==> src/rtl/serial_adder.sv <==
// Bit-serial adder/subtractor: one full-adder cell and a carry flop walk the
// operands LSB first, one bit per RUN cycle, then present the result for one DONE cycle.
module serial_adder #(
    parameter int WIDTH = 8
) (
    input  logic             clk,
    input  logic             reset,
    input  logic             start,
    input  logic [WIDTH-1:0] a,
    input  logic [WIDTH-1:0] b,
    input  logic             cin,
    input  logic             sub,
    output logic             busy,
    output logic             done,
    output logic [WIDTH-1:0] sum,
    output logic             cout,
    output logic             overflow
);
    localparam int CW = $clog2(WIDTH + 1);

    typedef enum logic [1:0] {IDLE, RUN, DONE} state_t;

    state_t           state, state_nx;
    logic [WIDTH-1:0] a_r, b_r, sum_r, sum_msb;
    logic [CW-1:0]    cnt;
    logic             carry, ovf_r;
    logic             last, accept, s_bit, c_bit;

    assign last   = (cnt == CW'(WIDTH - 1));
    assign accept = start && (state == IDLE || state == DONE);
    assign s_bit  = a_r[0] ^ b_r[0] ^ carry;
    assign c_bit  = (a_r[0] & b_r[0]) | (a_r[0] & carry) | (b_r[0] & carry);

    always_comb begin
        state_nx = state;
        sum_msb  = '0;
        sum_msb[WIDTH-1] = s_bit;
        case (state)
            IDLE:    if (start) state_nx = RUN;
            RUN:     if (last)  state_nx = DONE;
            DONE:    state_nx = start ? RUN : IDLE;
            default: state_nx = IDLE;
        endcase
    end

    // Operand registers shift right so the active bit is always at index 0;
    // the result enters at the MSB and lands in place after WIDTH shifts.
    always_ff @(posedge clk) begin
        if (reset) begin
            state <= IDLE;
            a_r   <= '0;
            b_r   <= '0;
            sum_r <= '0;
            cnt   <= '0;
            carry <= 1'b0;
            ovf_r <= 1'b0;
        end else begin
            state <= state_nx;
            if (accept) begin
                a_r   <= a;
                b_r   <= sub ? ~b : b;
                carry <= sub ? ~cin : cin;
                cnt   <= '0;
            end else if (state == RUN) begin
                a_r   <= a_r >> 1;
                b_r   <= b_r >> 1;
                sum_r <= (sum_r >> 1) | sum_msb;
                carry <= c_bit;
                if (last) ovf_r <= carry ^ c_bit;
                else      cnt   <= cnt + 1'b1;
            end
        end
    end

    assign busy     = (state == RUN);
    assign done     = (state == DONE);
    assign sum      = sum_r;
    assign cout     = carry;
    assign overflow = ovf_r;
endmodule

==> config.mk <==
export PLATFORM = sky130hd
export DESIGN_NAME = serial_adder
export DESIGN_NICKNAME = d
export VERILOG_FILES = /design/src/rtl/serial_adder.sv
export SDC_FILE = /design/constraint.sdc
export NUM_CORES = 1
export LEC_CHECK = 0
export ABC_AREA = 1
export CORE_AREA = 2 2 72 74
export DETAILED_ROUTE_END_ITERATION = 10
export DIE_AREA = 0 0 74 76
export GPL_ROUTABILITY_DRIVEN = 0
export GPL_TIMING_DRIVEN = 0
export MAX_ROUTING_LAYER = met4
export PLACE_DENSITY = 0.6
export SYNTH_ARGS = -nofsm -noshare
export SYNTH_HDL_FRONTEND = slang
export SYNTH_SLANG_ARGS = --single-unit
==> constraint.sdc <==
create_clock -name clk -period 3.4 [get_ports clk]
set_input_delay 0.34 -clock clk [delete_from_list [all_inputs] [get_ports clk]]
set_output_delay 0.34 -clock clk [all_outputs]
set_load 0.03 [all_outputs]
==> PnR_summary.wiki, run 1 <==
{| class="wikitable"
! Metric !! Value
|-
| Critical Path Slowest Stage Cell || sky130_fd_sc_hd__clkdlybuf4s50_1
|-
| Cell at the root of the clock tree || sky130_fd_sc_hd__clkbuf_8
|-
| Relative slew margins || 73.3%
|-
| Initial antenna violation count || 0
|-
| Worst hold path class || primary input to flip-flop
|-
| TritonCTS Buffers || 5
|-
| Post-CTS Hold Fix Bufs || 0
|-
| Final nets || 252
|-
| Fraction of the yosys area taken by sequential cells || 45.1%
|-
| Syn Area/Cell || 7.43 um^2
|-
| Final hold slack || roughly 0.33 ns
|-
| Beginning of the critical path || state[0]
|-
| Drt wl/cell || ~11 um
|-
| PortBufs || 31
|-
| Reg clk slew, reported paths || 0.06 ns
|-
| Number of iterations in the first detailed-routing pass || 5
|-
| Largest incremental delay on the critical path || 0.68 ns
|-
| Unrepaired setup endpoints after global routing || no
|-
| Synth Register Bits || 32
|-
| Number of buffers on the longest clock path || 2
|-
| Vias in the first global route || 1198
|-
| Cells along the critical path || inv_2, nor2_2, buf_4, clkdlybuf4s50_1
|-
| Vias/cell || 4.42
|-
| R2r startpoint || cnt[0]
|-
| Biggest fanout along the worst timing path || 10
|-
| Largest net degree at the start of global routing || 11
|-
| Actual transition at the worst max-transition pin || approximately 0.4 ns
|-
| DRC violation count after routing || 0
|-
| Drt total wl || ~3.2 mm
|-
| Worst-case vdd ir drop || approximately 0.00015 V
|-
| Max cap viols || 0
|-
| Via count || 1322
|-
| PD cells || 459 nW/um^2
|-
| Number of nets in the synthesized netlist || 214
|-
| P&R area growth vs syn || 33.5%
|-
| Setup Crit Path Kind || flip-flop to primary output
|-
| Antenna Nets Post-Route || 0
|-
| Worst Setup End Kind || primary output
|-
| Unique cell type count in the Yosys netlist || 22
|-
| GRT Util Overall || between 10% and 20%
|-
| Setup-violating endpoint count in the final report || 0
|-
| Die extent in y || around 76 um
|-
| Diode count || 0
|-
| CTS tree || done
|-
| Post-CTS resize count || 0
|-
| First-iteration detailed-routing DRC count || 29
|-
| Final hold violation count || 0
|-
| Power Total || 869 uW
|-
| Chip Width || roughly 74 um
|-
| Overall die area || ~5600 um^2
|-
| Ports || 33
|-
| Leakage power || 0.000766 uW
|-
| Post-CTS Setup Bufs || 0
|-
| First-pass GRT wire length || 5.36 mm
|-
| Fill count || 531
|-
| Warnings from Yosys || 0
|-
| Final worst path period need || approximately 2.1 ns
|-
| Cell area after synthesis || 1420 um^2
|-
| WP data required || 3.06 ns
|-
| Hold path start || reset
|-
| Synth Instances || roughly 190
|-
| Sum of negative setup slack || 0 ns
|-
| Fin crit share || 61.6%
|-
| Post-route setup slack || 1.31 ns
|-
| Detailed-placement wirelength estimate || 2.34 mm
|-
| Num rows || 26
|-
| Final core area utilization || 38.6%
|-
| Total count of max-transition violations in the final report || 0
|-
| Status || finished, final reports clean
|-
| Total grt overflow || 0
|-
| Highest attainable clock frequency || around 480 MHz
|-
| Worst setup skew after layout || 0.00347 ns
|-
| Worst slack at placement || 1.61 ns
|-
| H-Tree Depth || 2
|-
| Arrival time of the worst setup path || between 1.5 and 2 ns
|-
| Clock net sink count || 32
|-
| Initial core utilization || 28.9%
|-
| Sort of element at the start of the critical path || flip-flop
|-
| Area of the core || just under 5000 um^2
|-
| Share of layout cells above drive strength 1 || about a tenth
|-
| Clk_lat worst skew || roughly 0.28 ns
|}
metal layers:
| layer | GRT usage (%) | part of all wire (%) |
|---|---|---|
| met5 | - | 0 |
| met4 | 4.36 | 1.8 |
| met3 | 3.97 | 5.6 |
| met2 | 18.8 | 46 |
| met1 | 15.8 | 47 |
final cells by class:
class	count	area [um^2]	area share, %
multi-input cells	140	684	36.1
flip-flops and latches	32	641	33.8
repair buffers	31	310	16.4
well taps	70	87.6	4.62
clock buffers	6	72.6	3.83
plain buffers	10	60.1	3.17
inverters	9	33.8	1.78
clock inverters	1	5.00	0.264
power by group:
| group | switching, uW | internal, uW | total [uW] |
|---|---|---|---|
| Combinational | 97.7 | 78.9 | 177 |
| Sequential | 17.6 | 405 | 422 |
| Clock | 131 | 139 | 270 |
critical path: cells and delay by family (launching register included):
family	cells	cell delay [ns]
DFF	1	0.39
and+or+nand+nor	1	0.13
buffers and inverters	3	0.95
synth_stat cells:
cell type | count | area share, %
sky130_fd_sc_hd__nand2_1 | 35 | 9.3
sky130_fd_sc_hd__dfxtp_1 | 32 | 45
sky130_fd_sc_hd__nor2_1 | 30 | 7.9
sky130_fd_sc_hd__o21ai_0 | 24 | 8.5
sky130_fd_sc_hd__a21oi_1 | 16 | 5.6
sky130_fd_sc_hd__xor2_1 | 8 | 4.9
sky130_fd_sc_hd__nor3_1 | 7 | 2.5
sky130_fd_sc_hd__buf_2 | 6 | 2.1
sky130_fd_sc_hd__inv_1 | 6 | 1.6
sky130_fd_sc_hd__nand3_1 | 6 | 2.1
sky130_fd_sc_hd__o21ai_1 | 4 | 1.4
sky130_fd_sc_hd__inv_2 | 3 | 0.79
sky130_fd_sc_hd__nand2_2 | 3 | 1.3
sky130_fd_sc_hd__buf_4 | 2 | 1.1
sky130_fd_sc_hd__or2_2 | 2 | 0.88
sky130_fd_sc_hd__buf_1 | 1 | 0.26
sky130_fd_sc_hd__buf_6 | 1 | 0.79
sky130_fd_sc_hd__fa_1 | 1 | 1.4
sky130_fd_sc_hd__ha_1 | 1 | 0.88
sky130_fd_sc_hd__nand4_1 | 1 | 0.44
sky130_fd_sc_hd__nor2_2 | 1 | 0.44
sky130_fd_sc_hd__xnor2_1 | 1 | 0.62
sequential cells by signal, indices dropped and copies added, names as in the netlist:
signal,flops
cnt,4
b_r,8
a_r,8
state,2
sum,8
overflow,1
cout,1
cells in the final DEF, fill, tap and decap left out, drive strengths merged:
master,synthesis,final
nand2,38,38
dfxtp,32,32
clkdlybuf4s50,0,31
nor2,31,31
o21ai,28,28
a21oi,16,16
buf,10,10
inv,9,9
xor2,8,8
nor3,7,7
nand3,6,6
clkbuf,0,6
or2,2,2
nand4,1,1
xnor2,1,1
fa,1,1
ha,1,1
clkinv,0,1
cell families after synthesis:
logic type / synth area share, %
xor+xnor: 5.56
flops: 45.1
fa+ha+maj: 2.29
simple gates: 24.9
buf+inv: 6.61
compound gates: 15.5
stage by stage:
step / instance area [um^2] / std cells
after detailed placement: 1820 / 292
after floorplan: 1420 / 191
final: 1890 / 299
after global placement: 1820 / 292
after global routing: 1890 / 299
after CTS: 1890 / 299
worst paths after layout:
| path | endpoint | slack [ns] | cells after the start |
|---|---|---|---|
| worst max register to register | cnt[2] | 2.15 | 6 |
| worst min-delay path | b_r[7] | 0.33 | 2 |
| worst max-delay path | busy | 1.31 | 4 |
| worst min register to register | b_r[7] | 0.47 | 2 |
Note: power is estimated with default switching activity, not from simulation.
==> run 2, diff against run 1 <==
==> constraint.sdc (replaced) <==
create_clock -name clk -period 2 [get_ports clk]
set_input_delay 0.2 -clock clk [delete_from_list [all_inputs] [get_ports clk]]
set_output_delay 0.2 -clock clk [all_outputs]
set_load 0.03 [all_outputs]
==> PnR_summary.wiki, run 2 (synthesis gave the netlist of run 1 again) <==
{| class="wikitable"
! Metric !! Value
|-
| Status || finished, final reports clean
|-
| Leakage power || 0.000779 uW (+1.8%)
|-
| GRT Util Overall || 12.5% (unchanged)
|-
| Vias in the first global route || 1198 (unchanged)
|-
| Final worst path period need || 1.72 ns
|-
| Gr busiest metal || met2
|-
| Drt total wl || 3.18 mm (about the same)
|-
| Antenna Nets Post-Route || 0 (unchanged)
|-
| Initial core utilization || 28.9% (unchanged)
|-
| Sort of element at the start of the critical path || flip-flop
|-
| Area of all placed cells without fillers || 1900 um^2 (+0.13%)
|-
| Worst slack at placement || 0.350 ns (-1.26 ns)
|-
| Number of buffers on the longest clock path || 2 (unchanged)
|-
| Worst Setup End Kind || primary output
|-
| Most frequent standard cell in the layout excluding fill and tap cells || sky130_fd_sc_hd__nand2_1
|-
| Post-CTS resize count || 0 (unchanged)
|-
| PD cells || 778 nW/um^2 (+70%)
|-
| H-Tree Depth || 2 (unchanged)
|-
| Post-route setup slack || 0.277 ns (-1.03 ns)
|-
| Reg clk slew, reported paths || 0.06 ns (about the same)
|-
| Chip Width || 74 um (unchanged)
|-
| Post-CTS Hold Fix Bufs || 0 (unchanged)
|-
| Part of the power in combinational logic || 20.3% (about the same)
|-
| Number of iterations in the first detailed-routing pass || 5 (unchanged)
|-
| Final hold violation count || 0 (unchanged)
|-
| Initial antenna violation count || 0 (unchanged)
|-
| Clock network power share || 31.1% (about the same)
|-
| Num rows || 26 (unchanged)
|-
| WP data required || 1.80 ns (-1.26 ns)
|-
| P&R area growth vs syn || 33.7%
|-
| Biggest fanout along the worst timing path || 3 (-7)
|-
| Final nets || 252 (unchanged)
|-
| Placed cell areas || 1820 um^2 (unchanged)
|-
| Highest attainable clock frequency || ~580 MHz
|-
| Met1 usage in global routing || 15.8% (unchanged)
|-
| Setup Crit Path Kind || flip-flop to primary output
|-
| First-pass GRT wire length || 5.36 mm (unchanged)
|-
| PortBufs || 31 (unchanged)
|-
| TritonCTS Buffers || 5 (unchanged)
|-
| Clock net sink count || 32 (unchanged)
|-
| Most frequent cells in the layout || 35 x sky130_fd_sc_hd__nand2_1, 32 x sky130_fd_sc_hd__dfxtp_1, 30 x sky130_fd_sc_hd__nor2_1, 30 x sky130_fd_sc_hd__clkdlybuf4s50_1, 24 x sky130_fd_sc_hd__o21ai_0
|-
| Flop pwr share || 48.6% (about the same)
|-
| Sw frac || 28.3% (about the same)
|-
| CTS tree || done
|-
| Unrepaired setup endpoints after global routing || no
|-
| Internal cell power || 1060 uW (+70%)
|-
| Diode count || 0 (unchanged)
|-
| Drt wl/cell || 10.6 um (about the same)
|-
| Largest net degree at the start of global routing || 11 (unchanged)
|-
| Switching component of the power || 418 uW (+70%)
|-
| Relative slew margins || 73.3% (unchanged)
|-
| Fin crit share || 86.2%
|-
| Setup-violating endpoint count in the final report || 0 (unchanged)
|-
| Ports || 33 (unchanged)
|-
| Max cap viols || 0 (unchanged)
|-
| Multi-input gate area in the final layout || 684 um^2 (unchanged)
|-
| Post-CTS Setup Bufs || 0 (unchanged)
|-
| Actual transition at the worst max-transition pin || 0.401 ns (unchanged)
|-
| Via count || 1322 (unchanged)
|-
| Total count of max-transition violations in the final report || 0 (unchanged)
|-
| Area taken by flip-flops and latches || 641 um^2 (unchanged)
|-
| Clk_lat worst skew || 0.28 ns (about the same)
|-
| Die extent in y || 76 um (unchanged)
|-
| Share of layout cells above drive strength 1 || 10.5% (unchanged)
|-
| Detailed-placement wirelength estimate || 2.34 mm (unchanged)
|-
| Cell at the root of the clock tree || sky130_fd_sc_hd__clkbuf_8
|-
| Sum of negative setup slack || 0 ns (unchanged)
|-
| Total grt overflow || 0 (unchanged)
|-
| First-iteration detailed-routing DRC count || 29 (unchanged)
|-
| Power Total || 1480 uW (+70%)
|-
| Vias/cell || 4.42 (unchanged)
|-
| Worst setup skew after layout || 0.00347 ns (unchanged)
|-
| Worst-case vdd ir drop || 0.000261 V (+70%)
|-
| Overall die area || 5620 um^2 (unchanged)
|-
| Arrival time of the worst setup path || 1.52 ns (-0.23 ns)
|-
| Area of the core || 4910 um^2 (unchanged)
|-
| DRC violation count after routing || 0 (unchanged)
|-
| Worst hold path class || primary input to flip-flop
|-
| Met2 Usage GRT || 18.8% (unchanged)
|-
| Fill count || 530 (-0.19%)
|-
| M3 GR Usage || 3.97% (unchanged)
|}
[run 2: area by class of cell]
type	instances	share of cell area, %
Sequential cell	32	33.8
Inverter	9	1.78
Clock inverter	1	0.264
Clock buffer	6	3.83
Timing Repair Buffer	31	16.5
Buffer	10	3.17
Multi-Input combinational cell	140	36.1
Tap cell	70	4.62
[run 2: routing by layer]
| layer | share of wire [%] | routed length [um] |
|---|---|---|
| met1 | 47 | 1500 |
| met2 | 46 | 1450 |
| met3 | 5.6 | 179 |
| met4 | 1.8 | 56 |
| met5 | 0 | 0 |
[run 2: critical path, stage by stage, from the launching register on]
cell	delay, ns
sky130_fd_sc_hd__dfxtp_1	0.39
sky130_fd_sc_hd__inv_2	0.06
sky130_fd_sc_hd__nor2_1	0.12
sky130_fd_sc_hd__clkdlybuf4s50_1	0.69
[run 2: path summary, 6_finish.rpt]
check / start / endpoint / slack (ns) / depth (start not counted)
max: state[1] / done / 0.28 / 3
min: reset / b_r[7] / 0.19 / 2
max reg2reg: cnt[0] / cnt[2] / 0.75 / 6
min reg2reg: b_r[7] / b_r[7] / 0.47 / 2
[run 2: stage by stage]
step / utilization, % / cells / hold slack [ns]
5_1_grt: 38.6 / 299 / 0.198
3_5_place_dp: 37.0 / 292 / 0.459
3_3_place_gp: 37.0 / 292 / 0.457
6_report: 38.6 / 299 / 0.194
4_1_cts: 38.6 / 299 / 0.194
2_1_floorplan: - / 191 / 0.348
[run 2: power by group through the flow]
stage | sequential (uW) | clock [uW] | combinational, uW
global route | 724 | 497 | 334
floorplan | 759 | 0 | 157
finish | 718 | 458 | 300
detailed placement | 732 | 0 | 304
global placement | 732 | 0 | 301
CTS | 718 | 477 | 305
